### config.mk
export PLATFORM = sky130hd
export DESIGN_NAME = mult_div_unit_flat
export DESIGN_NICKNAME = d
export VERILOG_FILES = /design/src/rtl/mdu_pkg.sv /design/src/rtl/mult_div_unit_if.sv /design/src/rtl/mdu_step.sv /design/src/rtl/mult_div_unit.sv /design/src/flat_wrapper.sv
export SDC_FILE = /design/constraint.sdc
export NUM_CORES = 1
export LEC_CHECK = 0
export CAP_MARGIN = 20
export CORE_MARGIN = 8
export CORE_UTILIZATION = 30
export DETAILED_ROUTE_END_ITERATION = 8
export PLACE_DENSITY_LB_ADDON = 0.25
export SYNTH_ARGS = -nofsm -noshare
export SYNTH_HDL_FRONTEND = slang
export SYNTH_HIERARCHICAL = 1
export SYNTH_SLANG_ARGS = --single-unit
### constraint.sdc
create_clock -name clk -period 3.6 [get_ports clk]
set_clock_uncertainty 0.15 [all_clocks]
set_input_delay 0.54 -clock clk [delete_from_list [all_inputs] [get_ports clk]]
set_output_delay 0.54 -clock clk [all_outputs]
set_load 0.03 [all_outputs]
### src/rtl/mdu_pkg.sv
// mdu_pkg: shared op encodings, FSM state type and iteration count for mult_div_unit
package mdu_pkg;
  localparam int ITER = 32;
  localparam logic [1:0] OP_MULT  = 2'b00;
  localparam logic [1:0] OP_MULTU = 2'b01;
  localparam logic [1:0] OP_DIV   = 2'b10;
  localparam logic [1:0] OP_DIVU  = 2'b11;
  typedef enum logic [1:0] {IDLE, CALC, FIX} state_t;
endpackage

### src/rtl/mult_div_unit_if.sv
// mult_div_unit_if: HI/LO unit bus; master drives start/op/rs_val/rt_val/mthi/mtlo/wr_data, slave drives busy/done/div_by_zero/hi/lo
interface mult_div_unit_if #(parameter int WIDTH = 32);
  logic             start;
  logic [1:0]       op;
  logic [WIDTH-1:0] rs_val;
  logic [WIDTH-1:0] rt_val;
  logic             mthi;
  logic             mtlo;
  logic [WIDTH-1:0] wr_data;
  logic             busy;
  logic             done;
  logic             div_by_zero;
  logic [WIDTH-1:0] hi;
  logic [WIDTH-1:0] lo;
  modport master (
    output start, op, rs_val, rt_val, mthi, mtlo, wr_data,
    input  busy, done, div_by_zero, hi, lo
  );
  modport slave (
    input  start, op, rs_val, rt_val, mthi, mtlo, wr_data,
    output busy, done, div_by_zero, hi, lo
  );
endinterface

### src/rtl/mdu_step.sv
// mdu_step: one combinational shift-add (multiply) or restoring (divide) step; i_acc/i_opd/i_div in, o_acc next accumulator, o_q quotient bit
module mdu_step #(
  parameter int WIDTH = 32
) (
  input  logic [2*WIDTH-1:0] i_acc,
  input  logic [WIDTH-1:0]   i_opd,
  input  logic               i_div,
  output logic [2*WIDTH-1:0] o_acc,
  output logic               o_q
);
  logic [WIDTH:0] w_sum;
  logic [WIDTH:0] w_part;
  logic [WIDTH:0] w_trial;
  logic           w_ge;
  always_comb begin
    w_sum   = {1'b0, i_acc[2*WIDTH-1:WIDTH]} + (i_acc[0] ? {1'b0, i_opd} : '0);
    w_part  = i_acc[2*WIDTH-1:WIDTH-1];
    w_trial = w_part - {1'b0, i_opd};
    w_ge    = ~w_trial[WIDTH];
    o_q     = i_div & w_ge;
    o_acc   = i_div ? {(w_ge ? w_trial[WIDTH-1:0] : w_part[WIDTH-1:0]), i_acc[WIDTH-2:0], 1'b0}
                    : {w_sum, i_acc[WIDTH-1:1]};
  end
endmodule

### src/rtl/mult_div_unit.sv
// mult_div_unit: iterative MULT/MULTU/DIV/DIVU into HI/LO; clk, rst_n (sync active-low), bus slave (start/op/rs_val/rt_val/mthi/mtlo/wr_data in, busy/done/div_by_zero/hi/lo out)
module mult_div_unit import mdu_pkg::*; #(
  parameter int WIDTH = 32,
  parameter int ITER  = mdu_pkg::ITER
) (
  input logic            clk,
  input logic            rst_n,
  mult_div_unit_if.slave bus
);
  localparam int CW = $clog2(ITER);
  localparam logic [CW-1:0] LAST = CW'(ITER - 1);
  state_t             r_state;
  logic [CW-1:0]      r_cnt;
  logic [2*WIDTH-1:0] r_acc;
  logic [2*WIDTH-1:0] w_acc;
  logic [2*WIDTH-1:0] w_prod;
  logic [WIDTH-1:0]   r_opd;
  logic [WIDTH-1:0]   r_rs;
  logic [WIDTH-1:0]   r_hi;
  logic [WIDTH-1:0]   r_lo;
  logic [WIDTH-1:0]   w_a;
  logic [WIDTH-1:0]   w_b;
  logic [WIDTH-1:0]   w_quo;
  logic [WIDTH-1:0]   w_rem;
  logic               r_div;
  logic               r_neg_q;
  logic               r_neg_r;
  logic               r_dz;
  logic               r_busy;
  logic               r_done;
  logic               r_dbz;
  logic               w_q;
  logic               w_div;
  logic               w_sgn;
  logic               w_sa;
  logic               w_sb;
  assign w_div  = bus.op == OP_DIV || bus.op == OP_DIVU;
  assign w_sgn  = bus.op == OP_MULT || bus.op == OP_DIV;
  assign w_sa   = w_sgn & bus.rs_val[WIDTH-1];
  assign w_sb   = w_sgn & bus.rt_val[WIDTH-1];
  assign w_a    = w_sa ? -bus.rs_val : bus.rs_val;
  assign w_b    = w_sb ? -bus.rt_val : bus.rt_val;
  assign w_prod = r_neg_q ? -r_acc : r_acc;
  assign w_quo  = r_neg_q ? -r_acc[WIDTH-1:0] : r_acc[WIDTH-1:0];
  assign w_rem  = r_neg_r ? -r_acc[2*WIDTH-1:WIDTH] : r_acc[2*WIDTH-1:WIDTH];
  mdu_step #(.WIDTH(WIDTH)) u_step (
    .i_acc (r_acc),
    .i_opd (r_opd),
    .i_div (r_div),
    .o_acc (w_acc),
    .o_q   (w_q)
  );
  always_ff @(posedge clk) begin
    r_done <= 1'b0;
    if (!rst_n) begin
      r_state <= IDLE;
      r_busy  <= 1'b0;
      r_dbz   <= 1'b0;
      r_hi    <= '0;
      r_lo    <= '0;
    end else begin
      case (r_state)
        IDLE: begin
          if (bus.start) begin
            r_state <= CALC;
            r_busy  <= 1'b1;
            r_cnt   <= '0;
            r_div   <= w_div;
            r_neg_q <= w_sa ^ w_sb;
            r_neg_r <= w_sa;
            r_dz    <= w_div && bus.rt_val == '0;
            r_rs    <= bus.rs_val;
            r_opd   <= w_div ? w_b : w_a;
            r_acc   <= {{WIDTH{1'b0}}, (w_div ? w_a : w_b)};
          end else begin
            if (bus.mthi) r_hi <= bus.wr_data;
            if (bus.mtlo) r_lo <= bus.wr_data;
          end
        end
        CALC: begin
          r_acc <= w_acc | (2*WIDTH)'(w_q);
          r_cnt <= r_cnt + 1'b1;
          if (r_cnt == LAST) r_state <= FIX;
        end
        FIX: begin
          r_state <= IDLE;
          r_busy  <= 1'b0;
          r_done  <= 1'b1;
          r_dbz   <= r_dz;
          r_hi    <= r_dz ? r_rs : r_div ? w_rem : w_prod[2*WIDTH-1:WIDTH];
          r_lo    <= r_dz ? '1 : r_div ? w_quo : w_prod[WIDTH-1:0];
        end
        default: r_state <= IDLE;
      endcase
    end
  end
  assign bus.busy        = r_busy;
  assign bus.done        = r_done;
  assign bus.div_by_zero = r_dbz;
  assign bus.hi          = r_hi;
  assign bus.lo          = r_lo;
endmodule

### src/flat_wrapper.sv
// flat-port wrapper written by rule: the top's interface ports become plain ports
module mult_div_unit_flat import mdu_pkg::*;
#(
  parameter int WIDTH = 32,
  parameter int ITER  = mdu_pkg::ITER
)
  (clk, rst_n, bus_start, bus_op, bus_rs_val, bus_rt_val, bus_mthi, bus_mtlo, bus_wr_data, bus_busy, bus_done, bus_div_by_zero, bus_hi, bus_lo);
  mult_div_unit_if #(.WIDTH(WIDTH)) bus_i ();
  input logic clk;
  input logic rst_n;
  input wire logic [$bits(bus_i.start)-1:0] bus_start;
  input wire logic [$bits(bus_i.op)-1:0] bus_op;
  input wire logic [$bits(bus_i.rs_val)-1:0] bus_rs_val;
  input wire logic [$bits(bus_i.rt_val)-1:0] bus_rt_val;
  input wire logic [$bits(bus_i.mthi)-1:0] bus_mthi;
  input wire logic [$bits(bus_i.mtlo)-1:0] bus_mtlo;
  input wire logic [$bits(bus_i.wr_data)-1:0] bus_wr_data;
  output wire logic [$bits(bus_i.busy)-1:0] bus_busy;
  output wire logic [$bits(bus_i.done)-1:0] bus_done;
  output wire logic [$bits(bus_i.div_by_zero)-1:0] bus_div_by_zero;
  output wire logic [$bits(bus_i.hi)-1:0] bus_hi;
  output wire logic [$bits(bus_i.lo)-1:0] bus_lo;
  assign bus_i.start = bus_start;
  assign bus_i.op = bus_op;
  assign bus_i.rs_val = bus_rs_val;
  assign bus_i.rt_val = bus_rt_val;
  assign bus_i.mthi = bus_mthi;
  assign bus_i.mtlo = bus_mtlo;
  assign bus_i.wr_data = bus_wr_data;
  assign bus_busy = bus_i.busy;
  assign bus_done = bus_i.done;
  assign bus_div_by_zero = bus_i.div_by_zero;
  assign bus_hi = bus_i.hi;
  assign bus_lo = bus_i.lo;
  mult_div_unit #(.WIDTH(WIDTH), .ITER(ITER)) u_core (.clk(clk), .rst_n(rst_n), .bus(bus_i));
endmodule
==> metrics.md <==
| Metric | Value |
|---|---|
| Kind of critical path | reg -> reg |
| Hold Crit Class | in -> reg |
| Placed Instance Area | 20500 sq um |
| GRT Overall Usage | 0.217 |
| Failing checks | setup timing |
| Synth Instances | between 1500 and 2000 |
| Clock Path Buffers | 3 |
| Clk pwr share | 0.287 |
| Clk_lat worst skew | 560 ps |
| H-tree depth | 1 |
| Rows | 85 |
| Critical path capture point type | register |
| Nets | 2459 |
| Area grow syn2layout | 34.7% |
| Share of cells above drive strength 1 | 0.201 |
| Crit path required time | between 3000 and 4000 ps |
| Remaining Overflow, GRT | 0 |
| Worst slew margin | 0.378 |
| Final core occ | 0.409 |
| Syn_nets | 2078 |
| Die W | 249 um |
| Final period utilization | 1.03 |
| DR vias/cell | roughly 5.7 |
| Largest net degree at the start of global routing | 53 |
| Max Cap Viol | 0 |
| Die Y | ~250 um |
| Worst slack at placement | -355 ps |
| Root Driver | clkbuf_16 |
| Seq cells post-synth | 206 |
| Final hold slack | around 160 ps |
| Routed vias | 16957 |
| Die area | 62200 sq um |
| Worst-path cell chain | ha_4 > fa_2 > nand2b_4 > a21oi_4 > o41a_1 > o31a_1 > buf_6 > o21ai_4 > a221o_2 > nor2_4 > buf_6 > mux2i_2 > o22ai_1 > and2_1 |
| Clk slew on worst S/H paths | 60 ps |
| Register area share after synthesis | 0.336 |
| First-pass GRT wire length | 106000 um |
| # diodes | 0 |
| EDFF count, synth | between 100 and 150 |
| Mapped Avg Cell Area | about 8.6 sq um |
| Top achievable clock speed | 0.269 GHz |
| CTS tree | built |
| Most frequent cells in the layout | 279 x buf_4, 167 x clkdlybuf4s50_1, 158 x nand2_1, 152 x a21oi_1, 149 x nor2_1 |
| Worst R2R Path Depth | 14 |
| CP Max Fanout | 6 |
| Wirelength per Cell | 23.8 um |
| Number of global-route vias before repair | about 16000 |
| Fin area | roughly 22000 sq um |
| Hold Path Depth | 3 |
| Final setup fails | 27 |
| Post-synth ARST share | 0 |
| Top FF cell, synth | edfxtp_1 |
| Gpl congestion | 0.985 |
| Tot Pwr | roughly 9.2 mW |
| Logic pwr share | 0.391 |
| CTS Sinks | 206 |
| DRC | 0 |
| Remaining antenna violation count | 0 |
| Switching share of power | 0.357 |
| Starting density of the core | 0.304 |
| Synth warn | 6 |
| DRT Pass-1 Iters | 5 |
| Core area | approximately 54000 sq um |
| RSZ-0062 raised after global routing | yes |
| Seq pwr share | 0.322 |
| Post-layout min period | 3720 ps |
| Unique masters post-synth | 88 |
| Final wirelength | 71500 um |
| Fin. max-slew vios | 0 |
| Final hold vios | 0 |
| VDD IR-drop max | between 0.2 and 0.3 mV |
| PD cells | ~420 nW/um^2 |
| Worst path max stage delay | 430 ps |
| CP most frequent cell | buf_6 |
| Synth Cell Area | between 15000 and 20000 sq um |
| Initial DRC count | 1881 |
| Total CTS buffers | 26 |
| Num ports | between 150 and 200 |
| Internal Pwr Total | around 5.9 mW |
| Critical path arrival | a little under 4000 ps |
| R2r setup slk | -120 ps |
| Antenna violations before repair | 3 |
| Switch Pwr | between 3 and 4 mW |
| Buffers & Inverters on Critical Path | 2 |
| Critical path depth in cells | 14 |
| Crit path launch type | register |
| Dpl hpwl | roughly 56000 um |
| Critical path's top delay family | compound AO/OA/AOI/OAI gates |
| Slowest-stage cell, CP | edfxtp_1 |
| Min setup slack post-route | -121 ps |
| LEAKAGE | about 8.6 nW |
| IO buf count | between 150 and 200 |
| Most common cell after layout, fill and taps aside | buf_4 |
| Run status | complete, but fails checks |
| Slew of the pin with the lowest slew margin | 933 ps |
[tightest hold or removal path: stages]
cell	delay [ps]
buf_2	120
nand2_1	80
o21ai_0	70
[state kept, by name, indices dropped and copies added, names as in the netlist]
name / cells
u_core/r_acc: 64
u_core/bus.hi: 32
u_core/bus.lo: 32
u_core/r_opd: 32
u_core/r_rs: 32
u_core/r_cnt: 5
u_core/r_state: 2
u_core/bus.busy: 1
u_core/bus.div_by_zero: 1
u_core/bus.done: 1
u_core/r_div: 1
u_core/r_dz: 1
u_core/r_neg_q: 1
u_core/r_neg_r: 1
[kinds of logic after synthesis]
group / count (synthesis) / synth area share
adder cells (fa/ha/maj): 72 / 0.0560
AND/OR/NAND/NOR: 627 / 0.192
multiplexers: 92 / 0.0592
flip-flops: 206 / 0.336
buffers and inverters: 180 / 0.0437
AO/OA/AOI/OAI: 563 / 0.226
XOR/XNOR: 163 / 0.0873
[synthesized netlist by cell type (all sizes together), types with 15 or more instances]
| cell type | n | area (sq um) |
|---|---|---|
| nand4 | 19 | 119 |
| o21ai | 119 | 607 |
| a31oi | 31 | 194 |
| a21oi | 162 | 818 |
| o221ai | 15 | 131 |
| and2 | 75 | 469 |
| nor4 | 25 | 171 |
| nand2 | 159 | 597 |
| xnor2 | 85 | 744 |
| nand3 | 38 | 190 |
| nor3 | 49 | 245 |
| a211oi | 18 | 135 |
| nor2b | 17 | 106 |
| a21o | 27 | 203 |
| mux2i | 55 | 551 |
| o41ai | 16 | 148 |
| ha | 70 | 876 |
| mux2 | 37 | 417 |
| xor2 | 78 | 683 |
| dfxtp | 69 | 1380 |
| o22ai | 19 | 119 |
| or4 | 23 | 180 |
| nor2 | 152 | 573 |
| inv | 70 | 263 |
| clkbuf | 94 | 355 |
| and3 | 17 | 106 |
| edfxtp | 137 | 4110 |
| o31ai | 26 | 209 |
[power by group through the flow]
stage / clock [mW] / combinational (mW) / sequential [mW]
floorplan: 0 / 1.76 / 3.08
global placement: 0 / 3.27 / 3.02
detailed placement: 0 / 3.29 / 3.03
CTS: 2.69 / 3.49 / 2.97
global route: 2.77 / 3.87 / 2.99
finish: 2.65 / 3.61 / 2.98
[final cells by class]
class | count | area (sq um)
Fill cell | 5358 | 31800
Multi-Input combinational cell | 1517 | 10600
Sequential cell | 206 | 5500
Timing Repair Buffer | 461 | 3970
Tap cell | 696 | 871
Clock buffer | 35 | 726
Inverter | 72 | 270
Clock inverter | 12 | 121
[what timing repair did]
item | 4_1_cts | 5_1_grt
pin swaps | 17 | 32
cloned | 2 | 0
hold buffers | 0 | 0
buffers inserted | 16 | 18
resized for setup | 41 | 57
setup endpoints to repair | 33 | 39
[through the flow]
stage,std cells,setup TNS [ps]
2_1_floorplan,1903,0
3_3_place_gp,2922,-9560
3_5_place_dp,2922,-10470
4_1_cts,2987,-213
5_1_grt,2999,-4250
6_report,2999,-1370
[worst paths after layout]
check                        from           endpoint
setup / recovery  u_core/r_opd[0]   u_core/r_acc[34]
hold / removal              rst_n  u_core/r_state[0]
setup reg to reg  u_core/r_opd[0]   u_core/r_acc[34]
hold reg to reg   u_core/bus.busy    u_core/bus.busy
[routing by layer]
layer | track usage | wire length (um) | vias to the layer above
met4 | 0.0482 | 1710 | 2
met1 | 0.314 | 33100 | 8299
li1 | - | - | 7857
met3 | 0.0232 | 4800 | 91
met5 | 0 | 11 | -
met2 | 0.343 | 31900 | 708
(Power assumes the default switching activity.)
